## config.mk

```make
export PLATFORM = sky130hd
export DESIGN_NAME = multi_issue_buffer
export DESIGN_NICKNAME = d
export VERILOG_FILES = /design/src/rtl/issue_pkg.sv /design/src/rtl/issue_dep_check.sv /design/src/rtl/multi_issue_buffer.sv
export SDC_FILE = /design/constraint.sdc
export NUM_CORES = 1
export LEC_CHECK = 0
export ABC_AREA = 0
export CAP_MARGIN = 25
export CORE_UTILIZATION = 45
export DETAILED_ROUTE_END_ITERATION = 8
export RECOVER_POWER = 25
export REMOVE_ABC_BUFFERS = 1
export SYNTH_ARGS = -nofsm -noshare
export SYNTH_HDL_FRONTEND = slang
export SYNTH_SLANG_ARGS = --single-unit
```

## constraint.sdc

```tcl
create_clock -name clk -period 7.9 [get_ports clk]
set_input_delay 1.58 -clock clk [delete_from_list [all_inputs] [get_ports clk]]
set_output_delay 1.58 -clock clk [all_outputs]
set_load 0.02 [all_outputs]
```

## src/rtl/issue_pkg.sv

```systemverilog
// Opcode constants and RV32 field/class decode helpers shared by the issue
// queue and its pairwise dependency checker.
package issue_pkg;

    localparam logic [6:0] OP_LOAD   = 7'b0000011;
    localparam logic [6:0] OP_STORE  = 7'b0100011;
    localparam logic [6:0] OP_BRANCH = 7'b1100011;
    localparam logic [6:0] OP_JAL    = 7'b1101111;
    localparam logic [6:0] OP_JALR   = 7'b1100111;
    localparam logic [6:0] OP_LUI    = 7'b0110111;
    localparam logic [6:0] OP_AUIPC  = 7'b0010111;
    localparam logic [6:0] OP_REG    = 7'b0110011;

    function automatic logic [6:0] get_opcode(input logic [31:0] ins);
        return ins[6:0];
    endfunction

    function automatic logic [4:0] get_rd(input logic [31:0] ins);
        return ins[11:7];
    endfunction

    function automatic logic [4:0] get_rs1(input logic [31:0] ins);
        return ins[19:15];
    endfunction

    function automatic logic [4:0] get_rs2(input logic [31:0] ins);
        return ins[24:20];
    endfunction

    function automatic logic writes_rd(input logic [31:0] ins);
        return (get_opcode(ins) != OP_STORE) && (get_opcode(ins) != OP_BRANCH);
    endfunction

    function automatic logic reads_rs1(input logic [31:0] ins);
        return (get_opcode(ins) != OP_LUI) && (get_opcode(ins) != OP_AUIPC) &&
               (get_opcode(ins) != OP_JAL);
    endfunction

    function automatic logic reads_rs2(input logic [31:0] ins);
        return (get_opcode(ins) == OP_REG) || (get_opcode(ins) == OP_STORE) ||
               (get_opcode(ins) == OP_BRANCH);
    endfunction

    function automatic logic is_mem(input logic [31:0] ins);
        return (get_opcode(ins) == OP_LOAD) || (get_opcode(ins) == OP_STORE);
    endfunction

    function automatic logic is_ctrl(input logic [31:0] ins);
        return (get_opcode(ins) == OP_BRANCH) || (get_opcode(ins) == OP_JAL) ||
               (get_opcode(ins) == OP_JALR);
    endfunction

endpackage

```

## src/rtl/issue_dep_check.sv

```systemverilog
// Pairwise issue hazard between an older and a younger instruction that would
// otherwise dual-issue in the same cycle.
module issue_dep_check
    import issue_pkg::*;
(
    input  logic [31:0] older_ins,
    input  logic [31:0] younger_ins,
    output logic        hazard
);

    logic rd_live_s;
    logic raw_s;
    logic waw_s;
    logic struct_s;

    assign rd_live_s = writes_rd(older_ins) && (get_rd(older_ins) != 5'd0);
    assign raw_s     = rd_live_s &&
                       ((reads_rs1(younger_ins) && (get_rs1(younger_ins) == get_rd(older_ins))) ||
                        (reads_rs2(younger_ins) && (get_rs2(younger_ins) == get_rd(older_ins))));
    assign waw_s     = rd_live_s && writes_rd(younger_ins) &&
                       (get_rd(younger_ins) == get_rd(older_ins));
    // One memory port, and nothing may issue alongside (after) a control transfer.
    assign struct_s  = (is_mem(older_ins) && is_mem(younger_ins)) || is_ctrl(older_ins);

    assign hazard = raw_s || waw_s || struct_s;

endmodule

```

## src/rtl/multi_issue_buffer.sv

```systemverilog
// Circular instruction queue: accepts fetch groups at the tail and issues an
// in-order, hazard-free prefix of up to LANES entries from the head each cycle.
module multi_issue_buffer
    import issue_pkg::*;
#(
    parameter int LANES = 2,
    parameter int DEPTH = 8,
    parameter int XLEN  = 32
) (
    input  logic                       clk,
    input  logic                       rst_n,
    input  logic                       flush,
    input  logic                       fetch_valid,
    input  logic [$clog2(LANES+1)-1:0] fetch_count,
    input  logic [LANES*XLEN-1:0]      fetch_ins,
    output logic                       fetch_ready,
    input  logic                       stall,
    output logic [LANES-1:0]           issue_valid,
    output logic [LANES*XLEN-1:0]      issue_ins,
    output logic [LANES-1:0]           freeze,
    output logic [$clog2(DEPTH+1)-1:0] count
);

    localparam int PW  = $clog2(DEPTH);
    localparam int CW  = $clog2(DEPTH+1);
    localparam int FCW = $clog2(LANES+1);

    logic [XLEN-1:0]        mem_q [DEPTH];
    logic [PW-1:0]          head_q, head_d;
    logic [PW-1:0]          tail_q, tail_d;
    logic [CW-1:0]          count_q, count_d;
    logic [CW-1:0]          push_n_s;
    logic [CW-1:0]          pop_raw_s;
    logic [CW-1:0]          pop_n_s;
    logic                   push_ok_s;
    logic [LANES*LANES-1:0] hazard_s;

    assign count       = count_q;
    assign fetch_ready = (CW'(DEPTH) - count_q) >= CW'(LANES);

    // Issue window: the LANES entries starting at head, wrapping around.
    always_comb begin
        for (int k = 0; k < LANES; k++) begin
            issue_ins[k*XLEN +: XLEN] = mem_q[head_q + PW'(k)];
        end
    end

    for (genvar k = 0; k < LANES; k++) begin : g_young
        for (genvar j = 0; j < LANES; j++) begin : g_old
            if (j < k) begin : g_chk
                issue_dep_check u_dep (
                    .older_ins   (issue_ins[j*XLEN +: 32]),
                    .younger_ins (issue_ins[k*XLEN +: 32]),
                    .hazard      (hazard_s[k*LANES+j])
                );
            end else begin : g_none
                assign hazard_s[k*LANES+j] = 1'b0;
            end
        end
    end

    // Lane k issues only if every older lane issues and none conflicts with it.
    always_comb begin
        issue_valid    = '0;
        freeze         = '0;
        pop_raw_s      = '0;
        issue_valid[0] = (count_q != '0);
        for (int k = 1; k < LANES; k++) begin
            issue_valid[k] = issue_valid[k-1] && (count_q > CW'(k)) &&
                             !(|hazard_s[k*LANES +: LANES]);
        end
        for (int k = 0; k < LANES; k++) begin
            freeze[k] = (count_q > CW'(k)) && (!issue_valid[k] || stall);
            pop_raw_s = pop_raw_s + CW'(issue_valid[k]);
        end
        if (stall || flush) begin
            pop_n_s = '0;
        end else begin
            pop_n_s = pop_raw_s;
        end
    end

    // Push size and next pointer/occupancy state.
    always_comb begin
        push_ok_s = fetch_valid && fetch_ready && !flush;
        if (!push_ok_s) begin
            push_n_s = '0;
        end else if (fetch_count > FCW'(LANES)) begin
            push_n_s = CW'(LANES);
        end else begin
            push_n_s = CW'(fetch_count);
        end
        if (flush) begin
            head_d  = '0;
            tail_d  = '0;
            count_d = '0;
        end else begin
            head_d  = head_q + PW'(pop_n_s);
            tail_d  = tail_q + PW'(push_n_s);
            count_d = count_q + push_n_s - pop_n_s;
        end
    end

    // Pointer and occupancy registers.
    always_ff @(posedge clk or negedge rst_n) begin
        if (!rst_n) begin
            head_q  <= '0;
            tail_q  <= '0;
            count_q <= '0;
        end else begin
            head_q  <= head_d;
            tail_q  <= tail_d;
            count_q <= count_d;
        end
    end

    // Entry storage; contents are meaningless until written, so no reset.
    always_ff @(posedge clk) begin
        for (int k = 0; k < LANES; k++) begin
            if (CW'(k) < push_n_s) begin
                mem_q[tail_q + PW'(k)] <= fetch_ins[k*XLEN +: XLEN];
            end
        end
    end

endmodule
```

==> impl_summary.md <==
Clocking
The clock root buffer master is clkbuf_16. The clock input transition at the sequential cells of the worst setup and hold paths is 0.05 ns. The number of clock sinks is 266. The clock passes through at most 3 buffers. Counting the buffers created by CTS gives 35. TritonCTS built the clock tree. In this run, post-CTS hold repair placed 0 buffers. Once the clock tree was built, the resizer swapped 0 gates to a different size. The H-tree generated during clock tree synthesis spans 2 levels. At the later pin of the worst-skew pair, clock insertion delay measures 0.54 ns.

The total setup buffers inserted after CTS is 0.

Global routing
The total overflow reported by the global router is 0. Entering global routing, the biggest net connects 59 pins. The number of antenna violations at the first check in global routing came to 1.

The via count of the first global-routing pass came to 10,300. The wire length of the first global-routing pass is 66,700 µm. The global routing usage summed across all routing layers is 25.1%.

Timing
Dividing the final minimum period by the clock period gives 82.8%. Adding up every negative setup slack in the final design gives 0 ns. The achievable clock frequency is 153 MHz. The measured slew at the worst slew-check pin is 3.14 ns. The final critical path time including I/O delays and setup is 6.54 ns. On the final layout, the worst clock skew is 0.0322 ns.

The max-slew violation total from the final report is 168. Setup repair after global routing left no endpoint under its margin. Measured against its own limit, the worst slew margin works out to -109%. The final critical-path setup slack is 1.36 ns. Setup violations remaining at the end of the flow were counted as 0. The count of endpoints failing hold in the final timing report is 0.

Die
Measured along the y axis, the die boundary spans 193 µm. The standard cell core area is 0.0357 mm². The number of core rows is 69.

The die span in x is 193 µm. The die area is 0.0372 mm². The starting density of the core is 45.9%. Pin placement for this block handled 144 I/O pins.

Final layout
After filler insertion, the fill cell instance count of the layout stands at 2,898. The area of the multi-input gates is 0.00796 mm². For this run, the share of the core covered by cells in the final layout is 54.5%. The area overhead of the layout relative to synthesis is 18.8%. The final layout contains 1,244 nets.

0 antenna diodes ended up in the layout. Summing all flip-flop and latch instances after layout gives 0.00795 mm². In the final layout, the share of cells above drive strength 1 is 41.3%. With fillers left out, the area of the finished cells amounts to 0.0194 mm².

The non-filler instance count after layout is 1,643.

Synth
The number of flops mapped to enable cells by yosys is 256. The part of the Yosys area used for sequential elements is 48.5%. Synthesis handed over a netlist of 1,021 instances. The synthesized design contains 266 register bits. The mapped netlist covers 0.0164 mm².

The number of warning messages in the yosys log is 0. Counting flops with an async set or reset pin after synthesis yields a share of 3.76%. The main flop type after synthesis is edfxtp_1.

The number of different library cells used by synthesis comes to 63. A synthesized cell averages 16.0 µm².

Detailed routing
In the final routed layout, each cell accounts on average for 27.8 µm. The routed design has 45,700 µm of wire. The number of vias in the routed layout is 9,997. The detailed-routing iteration count for the pre-antenna-repair pass is 7. The detail route stage leaves a number of antenna-violating nets equal to 0.

The number of design-rule violations left by the first detailed-router iteration is 736. In the routed layout, each cell is associated on average with a via count of 6.08. In the routed design, unresolved DRC markers number 22.

Worst setup path
The worst setup path is captured at an output pin. The category of the most critical setup path is reg2out. Walking the worst path, the cells encountered are buf_4 > inv_1 > mux4_2 > a211oi_2 > nor2b_1 > and2_1 > o31ai_1 > o21ai_0 > clkdlybuf4s50_1. Measured in cells, the most critical reg-to-reg path has a length of 19. The worst register-to-register path ends at count[3]$_DFF_PN0_. STA classifies the critical path startpoint as a flip-flop. The slowest stage of the critical path is the buf_4 cell. For the worst setup path, the data arrival time is 4.96 ns.

At the worst endpoint, the required time is 6.32 ns. In this run the critical register-to-register path is launched from head_q[1]$_DFF_PN0_. The reg2reg setup slack is 2.26 ns.

Of all nets on the critical path, the largest fanout is 58. The maximum single-stage delay on the critical path is 0.72 ns.

Placement
The placement-stage worst setup slack is 1.88 ns. The count of input and output buffers is 143. Including well taps, the total number of placed cells is 1,580.

The instance area at placement is 0.0182 mm². The half-perimeter wire length after placement is 26,400 µm. The placer congestion estimate is 0.812.

Power and ir drop
Dividing total power by cell area gives a power density of 292 mW/mm². The maximum vdd ir drop is 0.000153 V. Summed over all cells, the static leakage comes to 6.42 nW.

Outcome
The checks that failed: design-rule violations, max-capacitance violations, max-slew violations. The flow ran to the end, but the final reports show violations.

Hold path
The worst hold path was traced through 2 stages. The worst min-delay path startpoint is count[0]$_DFF_PN0_. The worst hold path terminates at count[0]$_DFF_PN0_. The kind of path behind the tightest hold check is reg2reg.

Flow run
The number of maximum-capacitance violations is 5.
-- power by group --
group	total [mW]	internal [mW]	switching, mW	leakage, nW
registers	1.70	1.63	0.0739	2.44
logic	2.27	1.11	1.16	3.37
clock network	1.71	1.09	0.622	0.600
-- flip-flops by register name, indices dropped and copies added (netlist names) --
signal	count
tail_q	3
count	4
head_q	3
mem_q	256
-- cell usage after synthesis (all sizes together), types with 5 or more instances --
cell type / instances / area share, %
nor2b: 8 / 0.31
inv: 37 / 0.85
mux2i: 31 / 2.1
clkbuf: 10 / 0.23
o21ai: 7 / 0.21
xnor2: 15 / 0.85
nor3b: 5 / 0.23
edfxtp: 256 / 47
nand2: 63 / 1.5
xor2: 9 / 0.53
dfrtp: 10 / 1.5
mux4: 123 / 17
ha: 13 / 0.99
mux2: 292 / 20
buf: 59 / 2.6
nor2: 15 / 0.34
nor3: 10 / 0.50
nand3: 7 / 0.21
-- logic make-up after synthesis --
family	share of synthesized area, %
fa+ha+maj	1.48
flops	48.5
xor+xnor	1.38
mux	39.5
buf+inv	3.72
simple gates	3.83
compound gates	1.64
-- cell type report --
type / instances / area share, %
clock inverters: 18 / 1.43
well taps: 461 / 2.97
multi-input cells: 649 / 40.9
clock buffers: 45 / 4.91
flip-flops and latches: 266 / 40.9
repair buffers: 167 / 8.19
inverters: 37 / 0.714
-- cells in the final DEF (no fill, tap or decap), types with 5 or more instances in the layout --
master           count
dfrtp_1              7
edfxtp_1           256
ha_1                12
mux4_1              18
mux2i_1             28
o21ai_0              5
nor2b_1              8
nand2_1             61
clkinv_2             5
mux2_2             282
bufinv_16            7
buf_4               19
mux2_1              10
nor2_1              13
clkbuf_16           37
inv_1               34
mux4_2             105
dlygate4sd3_1        7
nor3b_1              5
clkbuf_1            13
nand3_1              7
xor2_1               8
clkdlybuf4s50_1    136
nor3_1               6
xnor2_1             14
-- critical path: cells and delay by family (launching register included) --
family | cells | cell delay (ns)
buffers and inverters | 3 | 2.04
AOI/OAI and AO/OA | 3 | 0.71
muxes | 1 | 0.70
DFF | 1 | 0.59
and+or+nand+nor | 2 | 0.39
-- worst max path at each step --
stage | startpoint | to | slack, ns | cells past startpoint
2_1_floorplan | head_q[0]$_DFF_PN0_ | count[2]$_DFF_PN0_ | -1.28 | 16
3_3_place_gp | head_q[0]$_DFF_PN0_ | issue_valid[1] | 1.92 | 9
3_5_place_dp | head_q[0]$_DFF_PN0_ | issue_valid[1] | 1.88 | 9
4_1_cts | head_q[0]$_DFF_PN0_ | issue_valid[1] | 1.32 | 9
5_1_grt | head_q[1]$_DFF_PN0_ | freeze[1] | 1.11 | 10
6_report | head_q[0]$_DFF_PN0_ | issue_valid[1] | 1.36 | 9
-- through the flow --
stage               total power, mW  hold WS, ns
floorplan                      3.22        0.652
global placement               4.02        0.735
detailed placement             4.03        0.753
CTS                            5.74        0.771
global route                   5.92        0.832
finish                         5.68        0.759
-- layer usage --
| metal | share of wire, % | track usage [%] |
|---|---|---|
| met1 | 43 | 33.7 |
| met2 | 49 | 42.2 |
| met4 | 2.3 | 6.97 |
| met5 | 0 | 0 |
| met3 | 5.7 | 3.71 |
Note: power is estimated with default switching activity, not from simulation.
